$ cat config.mk
export PLATFORM = sky130hd
export DESIGN_NAME = educell_spikerecv
export DESIGN_NICKNAME = d
export VERILOG_FILES = /design/src/rtl/educell_spikerecv.sv
export SDC_FILE = /design/constraint.sdc
export NUM_CORES = 1
export LEC_CHECK = 0
export ABC_AREA = 1
export CORE_MARGIN = 3
export CORE_UTILIZATION = 40
export DETAILED_ROUTE_END_ITERATION = 6
export GPL_ROUTABILITY_DRIVEN = 1
export PLACE_DENSITY = 0.69
export SLEW_MARGIN = 10
export SYNTH_ARGS = -nofsm -noshare
export SYNTH_HDL_FRONTEND = slang
export SYNTH_SLANG_ARGS = --single-unit
$ cat constraint.sdc
create_clock -name clk -period 2.05 [get_ports clk]
set_input_delay 0.41 -clock clk [delete_from_list [all_inputs] [get_ports clk]]
set_output_delay 0.41 -clock clk [all_outputs]
set_load 0.05 [all_outputs]
$ cat src/rtl/educell_spikerecv.sv
// Receive side of the EDU cell spike fabric: samples six neighbour spike inputs,
// arbitrates by fixed priority and records take/hit events plus per-round statistics.
`ifndef EDUCELL_SOURCE
`define EDUCELL_SOURCE 3'd1
`endif
`ifndef EDUCELL_BOUNDARY
`define EDUCELL_BOUNDARY 3'd2
`endif
`ifndef EDUCELL_TRANSMIT
`define EDUCELL_TRANSMIT 3'd3
`endif

module educell_spikerecv #(
    parameter int CNT_W = 4
) (
    input  logic             clk,
    input  logic             rst,
    input  logic [2:0]       state,
    input  logic             cell_clear,
    input  logic             spike_in_nw,
    input  logic             spike_in_ne,
    input  logic             spike_in_sw,
    input  logic             spike_in_se,
    input  logic             spike_in_n,
    input  logic             spike_in_s,
    output logic             spike_taken,
    output logic [5:0]       spikedir_reg,
    output logic [5:0]       srcdir_reg,
    output logic             taken_flag,
    output logic             spike_hit,
    output logic             hit_valid,
    output logic [5:0]       hit_dir,
    output logic             spike_drop,
    output logic [CNT_W-1:0] spike_cnt
);

    typedef enum logic [1:0] {
        MODE_IDLE,
        MODE_HIT,
        MODE_TX
    } mode_t;

    mode_t      mode;
    logic [5:0] in_vec;
    logic       any_in;
    logic [5:0] sel;
    logic [5:0] fwd_mask;

    assign in_vec = {spike_in_nw, spike_in_ne, spike_in_sw, spike_in_se, spike_in_n, spike_in_s};
    assign any_in = |in_vec;

    always_comb begin
        mode = MODE_IDLE;
        case (state)
            `EDUCELL_SOURCE,
            `EDUCELL_BOUNDARY: mode = MODE_HIT;
            `EDUCELL_TRANSMIT: mode = MODE_TX;
            default:           mode = MODE_IDLE;
        endcase
    end

    // Fixed priority nw > ne > sw > se > n > s.
    always_comb begin
        sel = '0;
        if (in_vec[5])      sel = 6'b100000;
        else if (in_vec[4]) sel = 6'b010000;
        else if (in_vec[3]) sel = 6'b001000;
        else if (in_vec[2]) sel = 6'b000100;
        else if (in_vec[1]) sel = 6'b000010;
        else if (in_vec[0]) sel = 6'b000001;
    end

    always_comb begin
        fwd_mask = '0;
        case (sel)
            6'b100000: fwd_mask = 6'b000101;
            6'b010000: fwd_mask = 6'b001001;
            6'b001000: fwd_mask = 6'b010010;
            6'b000100: fwd_mask = 6'b100010;
            6'b000010: fwd_mask = 6'b001101;
            6'b000001: fwd_mask = 6'b110010;
            default:   fwd_mask = '0;
        endcase
    end

    always_ff @(posedge clk or negedge rst) begin
        if (!rst) begin
            spike_taken  <= 1'b0;
            spikedir_reg <= '0;
            srcdir_reg   <= '0;
            taken_flag   <= 1'b0;
            spike_hit    <= 1'b0;
            hit_valid    <= 1'b0;
            hit_dir      <= '0;
            spike_drop   <= 1'b0;
            spike_cnt    <= '0;
        end else begin
            spike_taken <= 1'b0;
            spike_hit   <= 1'b0;
            spike_drop  <= 1'b0;
            // Clear wins over a same-cycle arrival, which is discarded uncounted.
            if (cell_clear) begin
                spikedir_reg <= '0;
                srcdir_reg   <= '0;
                taken_flag   <= 1'b0;
                hit_valid    <= 1'b0;
                hit_dir      <= '0;
                spike_cnt    <= '0;
            end else if (mode != MODE_IDLE && any_in) begin
                if (spike_cnt != '1) spike_cnt <= spike_cnt + 1'b1;
                if (mode == MODE_TX) begin
                    if (!taken_flag) begin
                        taken_flag   <= 1'b1;
                        srcdir_reg   <= sel;
                        spikedir_reg <= fwd_mask;
                        spike_taken  <= 1'b1;
                    end else begin
                        spike_drop <= 1'b1;
                    end
                end else begin
                    if (!hit_valid) begin
                        hit_valid <= 1'b1;
                        hit_dir   <= sel;
                        spike_hit <= 1'b1;
                    end else begin
                        spike_drop <= 1'b1;
                    end
                end
            end
        end
    end

endmodule

---- Word level (Yosys, flattened, before mapping) ----
Index checks and enable logic that the tools add are counted.
word-level totals
  logic and storage cells ................. 78
  memories kept ........................... 0
  bits in writable memories ............... 0
  input bits .............................. 12
  latch bits .............................. 0
  output and inout bits ................... 27
  bits in registers ....................... 27
  bits in read-only memories .............. 0
cells by class
  divide/modulo/power cells ............... 0
  $mul .................................... 0
  bitwise operators ....................... 0
  magnitude comparators ................... 0
  reduce and logical (&&, ||, !) cells .... 12
  eq/ne operators ......................... 14
  muxes and demuxes ....................... 42
  $add $sub $neg .......................... 1
  shift operators ......................... 0
operators by type and width
  operator               count
  $mux W6                13
  $pmux W6 S6            1
  $mux W1                20
  $mux W4                4
  $reduce_bool A2 Y1     4
  $eq A3 B2 Y1 const B   2
  $eq A6 B1 Y1 const B   1
  $eq A6 B2 Y1 const B   1
  $eq A6 B3 Y1 const B   1
  $eq A6 B4 Y1 const B   1
  $eq A6 B5 Y1 const B   1
  $eq A6 B6 Y1 const B   1
  $ne A2 B2 Y1 const B   3
  $reduce_and A2 Y1      3
  $reduce_and A3 Y1      2
  $reduce_or A6 Y1       1
  $mux W5                1
  $add A4 B1 Y4 const B  1
  $ne A4 B4 Y1 const B   1
  $pmux W2 S2            1
  $eq A3 B1 Y1 const B   1
  $mux W3                1
  $eq A2 B2 Y1 const B   1
  $mux W2                1
  other kinds (2)        2

---- Longest topological paths before layout ----
Gate-level depths: netlist of the first run.
  depth in word-level cells ............... 12
  depth in mapped cells ................... 8
  gate-level depth less buffers ........... 8

---- Least setup slack after synthesis of the first run ----
OpenSTA, ideal clock, no wires.
  path type ............................... reg-to-reg
  start ................................... register spike_cnt[0]
  end ..................................... register spike_cnt[0]
  cell stages (with the launch flop) ...... 9
  path buffers ............................ 0
  setup time .............................. 0.119 ns
  data arrival time ....................... 1.454 ns
  clock period less this slack ............ 1.573 ns
  data required time ...................... 1.931 ns
  slack ................................... 0.477 ns
  cells stage by stage .................... dfrtp_1 > ha_1 > nand2_1 > inv_1 > nand2_1 > nand3_1 > nand2_1 > nand2_1 > nand2_1
on the way
  longest elaborated chain between the ends .. 4
  elaborated cells on any way between the ends .. 7
  those cells by class .................... 1 x add/sub; 1 x eq/ne; 3 x mux; 2 x reduce/logical
RTL lines
  what                    line  RTL
  from (decl)             34    output logic [CNT_W-1:0] spike_cnt
  from (signal assigned)  110   if (spike_cnt != '1) spike_cnt <= spike_cnt + 1'b1;
  $add A4 B1 Y4           110
  $mux W4                 110
  $mux W4                 109   end else if (mode != MODE_IDLE && any_in) begin
  $mux W4                 102   if (cell_clear) begin
Several ways; a longest one is shown, not always the timed one. The select of a mux whose other input is x is not followed.
A chain may end at the register's enable or synchronous reset.

---- Worst setup path after layout of the first run ----
  start ................................... register taken_flag
  end ..................................... output taken_flag
RTL lines
  what                    line  RTL
  from (decl)             29    output logic taken_flag,
  from (signal assigned)  91    taken_flag <= 1'b0;
  from (signal assigned)  105   taken_flag <= 1'b0;
  from (signal assigned)  113   taken_flag <= 1'b1;
No word-level cell between the ends.

==> Implementation_results.wiki, run 1 <==
{| class="wikitable"
! Metric !! Value
|-
| Status || complete, no violations
|-
| Routed Antenna Nets || 0
|-
| Critical setup path kind || flop to primary output
|-
| Via count of the first global-routing pass || roughly 1,200
|-
| Slew margin rel. || 0.654
|-
| Power per cell area || ~590 nW/µm²
|-
| Largest voltage drop on the vdd net || 543 µV
|-
| Share of cells above drive strength 1 || 0.139
|-
| Cell count after placement || approximately 240
|-
| Classification of the worst-slack hold path || input port to asynchronous set/reset pin
|-
| Final setup fails || 0
|-
| Total number of cells along the worst setup path || 1
|-
| Synthesized netlist net count || around 170
|-
| Global-route wire length before repair || 5.52 mm
|-
| Crit path max-delay family || buffers and inverters
|-
| Top achievable clock speed || just over 0.5 GHz
|-
| Leakage power summed over all cells || roughly 0.95 nW
|-
| Endpoint kind of the worst setup timing path || primary output
|-
| Clk Tree Root Cell || clkbuf_4
|-
| Setup repair after global routing missed its margin || false
|-
| Final routed DRC violation total || 0
|-
| Number of antenna violations at the first check in global routing || 0
|-
| Total number of yosys warnings || 0
|-
| Final weighted congestion in routability-driven placement || between 0.8 and 0.9
|-
| Clock tree from TritonCTS || done
|-
| Crit path buffers/inverters || 1
|-
| Sink Count || 27
|-
| Post-synth top cells || nand2_1 (50), dfrtp_1 (27), nand3_1 (24)
|-
| Final period utilization || 0.965
|-
| WP data arrival || ~1.6 ns
|-
| Slowest Stage Delay on Critical Path || 0.82 ns
|-
| Port bufs || 38
|-
| Cell type contributing the most total cell area after synthesis || dfrtp_1
|-
| Die X || about 65 µm
|-
| Detailed-placement wirelength estimate || roughly 2.4 mm
|-
| Clock insertion delay at the later pin of the skew report || 0.34 ns
|-
| Total power of the final layout || around 1.1 mW
|-
| Worst reg-to-reg path cell count || 8
|-
| Diode insertion count for antenna repair || 0
|-
| Fill cell total of the finished layout || about 300
|-
| Post-route worst hold slack || ~0.42 ns
|-
| Async SR Flop Fraction || 1.00
|-
| Global router's overall resource usage || 0.169
|-
| Number of hold-slack violations in the final timing report || 0
|-
| Ordered list of cells on the worst path || clkdlybuf4s50_1
|-
| Syn avg cell area || around 8.6 µm²
|-
| Top cells by area in the synthesized netlist || dfrtp_1 (49%), nand2_1 (14%), nand3_1 (8.7%), nand3_2 (8.0%), nor2_1 (4.9%)
|-
| Highest net fanout along the worst path || 3
|-
| Total wire length || between 3 and 4 mm
|-
| Net count of the finished layout || between 200 and 250
|-
| CP required || around 1.6 ns
|-
| Sequential share of the synthesized area || 0.490
|-
| Cell Area, Synth || roughly 1400 µm²
|-
| Number of core rows || 20
|-
| R2R Path Start || spike_cnt[0]
|-
| Instance count of the mapped netlist || 161
|-
| Post-layout instance count excluding filler cells || roughly 250
|-
| Clock-pin slew on the worst setup and hold paths || ~0.16 ns
|-
| Primary FF master, synth || dfrtp_1
|-
| Actual slew at the worst max-slew pin || 0.518 ns
|-
| Number of distinct library cells after synthesis || 23
|-
| Count of H-tree levels built during CTS || 1
|-
| Cts bufs inserted || 3
|-
| Worst setup slack after layout || approximately 0.071 ns
|-
| Initial DRC count || 70
|-
| Flip-flop and latch count after synthesis || 27
|-
| Routed WL per cell || about 13 µm
|-
| Area enclosed by the die boundary || between 4000 and 5000 µm²
|-
| Post-CTS Repair Setup Buffers || 0
|-
| Via-per-instance ratio || 4.92
|-
| Buffer depth of the longest clock path || 2
|-
| Tmin final || slightly below 2 ns
|-
| Final slew viol count || 0
|-
| Setup tns final || 0 ns
|-
| Setup Slack @ Placement || around 0.16 ns
|-
| Count of hold-fix buffers inserted at cts || 0
|-
| Endpoint of the lowest-slack register-to-register path || spike_cnt[0]
|-
| Die height || 64.7 µm
|-
| Number of iterations in the first detailed-routing pass || 4
|-
| Area Overhead vs Synth || 33.5%
|-
| Number of enable flip-flop cells after synthesis || 0
|-
| Fraction of post-synthesis cell area in the top cell type by area || 0.490
|-
| Number of top-level pins || 39
|-
| Via count || roughly 1,200
|-
| Maximum number of pins on one net before global-route repair || 28
|-
| Max-capacitance violation count || 0
|-
| Post-Route Skew || approximately 0.0077 ns
|-
| Floorplan core area || 3180 µm²
|-
| CP max-delay cell || clkdlybuf4s50_1
|-
| Worst reg-to-reg setup slack || ~0.65 ns
|-
| Initial core utilization || 0.434
|-
| Cell with the most instances after synthesis || nand2_1
|-
| Total global routing overflow || 0
|-
| Kind of start point of the critical path || flop
|}
## cell type report
type	count	area [µm²]	share of cell area
repair buffers	42	419	0.228
multi-input cells	122	636	0.345
inverters	7	26.3	0.0143
flip-flops and latches	27	676	0.367
clock inverters	1	7.51	0.00408
clock buffers	3	22.5	0.0122
well taps	44	55.1	0.0299
## worst max path at each step
| stage | end | slack, ns | start |
|---|---|---|---|
| floorplan | spike_cnt[0] | 0.48 | spike_cnt[0] |
| global placement | spikedir_reg[4] | 0.20 | spike_in_sw |
| detailed placement | srcdir_reg[1] | 0.16 | spike_in_n |
| CTS | spike_cnt[2] | 0.001 | spike_cnt[2] |
| global route | spikedir_reg[3] | 0.02 | spikedir_reg[3] |
| finish | taken_flag | 0.07 | taken_flag |
## cells in the final DEF, fill, tap and decap left out, drive strengths merged
cell type / synthesis / layout
nor3b: 1 / 1
dfrtp: 27 / 27
nand3b: 1 / 1
clkinvlp: 0 / 1
nand3: 36 / 36
ha: 1 / 1
nand4: 2 / 2
clkbuf: 0 / 3
a21oi: 4 / 4
inv: 7 / 7
o21ai: 1 / 1
dlygate4sd2: 0 / 1
nor3: 2 / 2
clkdlybuf4s50: 0 / 33
buf: 5 / 4
nand2: 52 / 52
nor2: 22 / 22
dlymetal6s2s: 0 / 4
## where the power goes
group	switching (mW)	internal, mW
Clock	0.171	0.0748
Sequential	0.0205	0.556
Combinational	0.181	0.0893
## what timing repair did
item                       4_1_cts  5_1_grt
gates cloned                     0        0
gates resized for setup          1        4
setup endpoints to repair        1        4
## per-layer routing
layer  wire length (µm)  part of all wire  GRT usage  vias up
met5                  0                 0          0        -
met4                 19            0.0059     0.0317        0
met3                155             0.048     0.0416        2
met2               1590              0.49      0.282       32
met1               1450              0.45      0.222      568
li1                   -                 -          -      609
## cells by family after synthesis
| logic type | Yosys count | synth area share |
|---|---|---|
| AOI/OAI and AO/OA | 5 | 0.0181 |
| DFF | 27 | 0.490 |
| and+or+nand+nor | 116 | 0.433 |
| adders and majority gates | 1 | 0.00906 |
| buffers and inverters | 12 | 0.0499 |
## per-stage QoR
stage	util	instance area, µm²
after floorplan	-	1380
after global placement	0.567	1800
after detailed placement	0.567	1800
after CTS	0.576	1830
after global routing	0.580	1840
final	0.580	1840
Note: power is estimated with default switching activity, not from simulation.
==> run 2: changes to the inputs <==
--- a/config.mk
+++ b/config.mk
@@ -6,8 +6,10 @@
 export NUM_CORES = 1
 export LEC_CHECK = 0
 export ABC_AREA = 1
+export CAP_MARGIN = 10
 export CORE_MARGIN = 3
 export CORE_UTILIZATION = 40
+export CTS_CLUSTER_SIZE = 24
 export DETAILED_ROUTE_END_ITERATION = 6
 export GPL_ROUTABILITY_DRIVEN = 1
 export PLACE_DENSITY = 0.69
==> results of run 2 <==
The final DEF is identical to that of run 1; final timing and power are the same.
==> run 3: changes to the inputs <==
--- a/config.mk
+++ b/config.mk
@@ -8,11 +8,11 @@
 export ABC_AREA = 1
 export CAP_MARGIN = 10
 export CORE_MARGIN = 3
-export CORE_UTILIZATION = 40
+export CORE_UTILIZATION = 30
 export CTS_CLUSTER_SIZE = 24
 export DETAILED_ROUTE_END_ITERATION = 6
 export GPL_ROUTABILITY_DRIVEN = 1
-export PLACE_DENSITY = 0.69
+export PLACE_DENSITY = 0.54
 export SLEW_MARGIN = 10
 export SYNTH_ARGS = -nofsm -noshare
 export SYNTH_HDL_FRONTEND = slang
==> run 3 against run 2 <==
Compared with the run above:
- clock-buffer cell count stayed put
- flip-flop and latch count unchanged
- final area increased by 0.95%
- worst hold slack better by 0.069 ns
- clock skew about the same
- first-iteration DRC count decreased by 10%
- utilization is 16 points lower
- final cell count is 3.3% higher
- die area up 30%
- global-route usage decreased by 3.5 points
- setup slack improved by 0.023 ns
- wire length grew 3.7%
- critical path type unchanged
==> Implementation_results.wiki, run 3 (same netlist as run 1, synthesis figures left out) <==
{| class="wikitable"
! Metric !! Value
|-
| Setup Slack @ Placement || 0.108 ns (-0.0521 ns)
|-
| Number of hold-slack violations in the final timing report || 0 (unchanged)
|-
| Die height || 73.8 µm (+14%)
|-
| Net count of the finished layout || 216 (unchanged)
|-
| Final period utilization || 0.954 (-0.0110)
|-
| Crit path capture || spike_cnt[2]
|-
| Initial DRC count || 63 (-10%)
|-
| Count of H-tree levels built during CTS || 1 (unchanged)
|-
| Power per cell area || 621 nW/µm² (+4.8%)
|-
| Global-route wire length before repair || 5.73 mm (+3.8%)
|-
| Via-per-instance ratio || 4.82 (-2.1%)
|-
| Worst reg-to-reg path cell count || 8 (unchanged)
|-
| Leakage power summed over all cells || 0.889 nW (-6.2%)
|-
| Number of core rows || 24 (+20%)
|-
| Routed WL per cell || 13.1 µm (+0.47%)
|-
| Buffer depth of the longest clock path || 2 (unchanged)
|-
| Area Overhead vs Synth || 34.7%
|-
| Critical setup path kind || flop to primary output
|-
| Top achievable clock speed || 0.511 GHz (+1.2%)
|-
| Actual slew at the worst max-slew pin || 0.511 ns (-0.00746 ns)
|-
| Clock insertion delay at the later pin of the skew report || 0.27 ns (-0.07 ns)
|-
| Largest voltage drop on the vdd net || 377 µV (-30%)
|-
| Global router's overall resource usage || 0.134 (-0.0347)
|-
| Via count || 1,224 (+1.1%)
|-
| Detailed-placement wirelength estimate || 2.52 mm (+4.6%)
|-
| Status || complete, no violations
|-
| Final routed DRC violation total || 0 (unchanged)
|-
| Slew margin rel. || 0.659 (+0.00447)
|-
| Floorplan core area || 4380 µm² (+38%)
|-
| Fill cell total of the finished layout || 459 (+54%)
|-
| Clk Tree Root Cell || clkbuf_8
|-
| Post-layout instance count excluding filler cells || 254 (+3.3%)
|-
| Area enclosed by the die boundary || 5450 µm² (+30%)
|-
| Endpoint kind of the worst setup timing path || primary output
|-
| Worst setup path startpoint || spike_cnt[2]
|-
| Final setup fails || 0 (unchanged)
|-
| Clock tree from TritonCTS || done
|-
| CP max-delay cell || clkdlybuf4s50_1
|-
| Commonest cells after routing, fill and taps aside || nand2_1 (50), clkdlybuf4s50_1 (38), dfrtp_1 (27), nand3_1 (24), nor2_1 (18)
|-
| Initial core utilization || 0.315 (-0.119)
|-
| Kind of start point of the critical path || flop
|-
| Count of hold-fix buffers inserted at cts || 0 (unchanged)
|-
| Die X || 73.8 µm (+14%)
|-
| Ordered list of cells on the worst path || clkdlybuf4s50_1
|-
| Slowest Stage Delay on Critical Path || 0.84 ns (+0.02 ns)
|-
| Crit path buffers/inverters || 1 (unchanged)
|-
| Highest net fanout along the worst path || 6 (+3)
|-
| Port bufs || 38 (unchanged)
|-
| Diode insertion count for antenna repair || 0 (unchanged)
|-
| Number of iterations in the first detailed-routing pass || 4 (unchanged)
|-
| Total number of cells along the worst setup path || 1 (unchanged)
|-
| Maximum number of pins on one net before global-route repair || 28 (unchanged)
|-
| Share of cells above drive strength 1 || 0.139 (unchanged)
|-
| Clock-pin slew on the worst setup and hold paths || 0.10 ns (-0.06 ns)
|-
| Cell count after placement || 250 (+3.3%)
|-
| Final slew viol count || 0 (unchanged)
|-
| Worst reg-to-reg setup slack || 0.66 ns (about the same)
|-
| Post-route worst hold slack || 0.494 ns (+0.0691 ns)
|-
| Number of gates resized after CTS || 0 (-1)
|-
| Post-CTS Repair Setup Buffers || 0 (unchanged)
|-
| Max-capacitance violation count || 0 (unchanged)
|-
| Routed Antenna Nets || 0 (unchanged)
|-
| Setup repair after global routing missed its margin || false
|-
| Total global routing overflow || 0 (unchanged)
|-
| Sink Count || 27 (unchanged)
|-
| Crit path max-delay family || buffers and inverters
|-
| Endpoint of the lowest-slack register-to-register path || spike_cnt[3]
|-
| CP required || 1.64 ns (about the same)
|-
| Classification of the worst-slack hold path || input port to asynchronous set/reset pin
|-
| Number of top-level pins || 39 (unchanged)
|-
| Worst setup slack after layout || 0.0936 ns (+0.0225 ns)
|-
| R2R Path Start || spike_cnt[0]
|-
| Via count of the first global-routing pass || 1,197 (+1.2%)
|-
| Final weighted congestion in routability-driven placement || 0.841 (+4.9%)
|-
| Total wire length || 3.33 mm (+3.7%)
|-
| Setup tns final || 0 ns (unchanged)
|-
| Total power of the final layout || 1.15 mW (+5.8%)
|-
| Number of antenna violations at the first check in global routing || 0 (unchanged)
|-
| Post-Route Skew || 0.00779 ns (+0.0000589 ns)
|-
| Cts bufs inserted || 3 (unchanged)
|-
| WP data arrival || 1.55 ns (-0.02 ns)
|-
| Tmin final || 1.96 ns (-0.0225 ns)
|-
| Most common cell after layout, fill and taps aside || nand2_1
|}
-- run 3: cell count changes in the layout (fill, tap and decap cells not counted), sizes merged --
cell,previous run,this run
clkdlybuf4s50,33,38
clkinv,0,1
clkinvlp,1,0
dlygate4sd2,1,0
dlymetal6s2s,4,0
-- run 3: cell type report --
cell class,instances,area (µm²),share of cell area
sequential,27,676,0.363
multi-input combinational,122,636,0.342
timing repair buffer,42,410,0.221
tap,52,65.1,0.0350
clock buffer,3,41.3,0.0222
inverter,7,26.3,0.0141
clock inverter,1,5.00,0.00269
-- run 3: where the power goes --
part	switching, mW	internal [mW]	leakage, nW
logic	0.180	0.0913	0.496
registers	0.0206	0.555	0.368
clock network	0.171	0.136	0.0255
total	0.372	0.783	0.889
-- run 3: how the worst min path moves through the flow --
stage / from / end / slack, ns / depth (start not counted)
floorplan: rst / hit_dir[0] / 0.11 / 0
global placement: hit_dir[2] / hit_dir[2] / 0.50 / 2
CTS: rst / spikedir_reg[4] / 0.52 / 2
finish: rst / srcdir_reg[1] / 0.49 / 2
global route: rst / spikedir_reg[4] / 0.52 / 2
detailed placement: hit_dir[3] / hit_dir[3] / 0.51 / 2
-- run 3: per-layer routing --
metal  share of wire  vias to the layer above  global-route usage
met5               0                        -                   0
met4          0.0093                        0              0.0382
met2            0.48                       30               0.216
met1            0.47                      579               0.186
met3           0.041                        2              0.0205
li1                -                      613                   -
-- run 3: per-stage QoR --
stage / cell area (µm²) / util
finish: 1860 / 0.424
global route: 1860 / 0.424
CTS: 1860 / 0.424
detailed placement: 1810 / 0.414
global placement: 1810 / 0.414
floorplan: 1380 / -
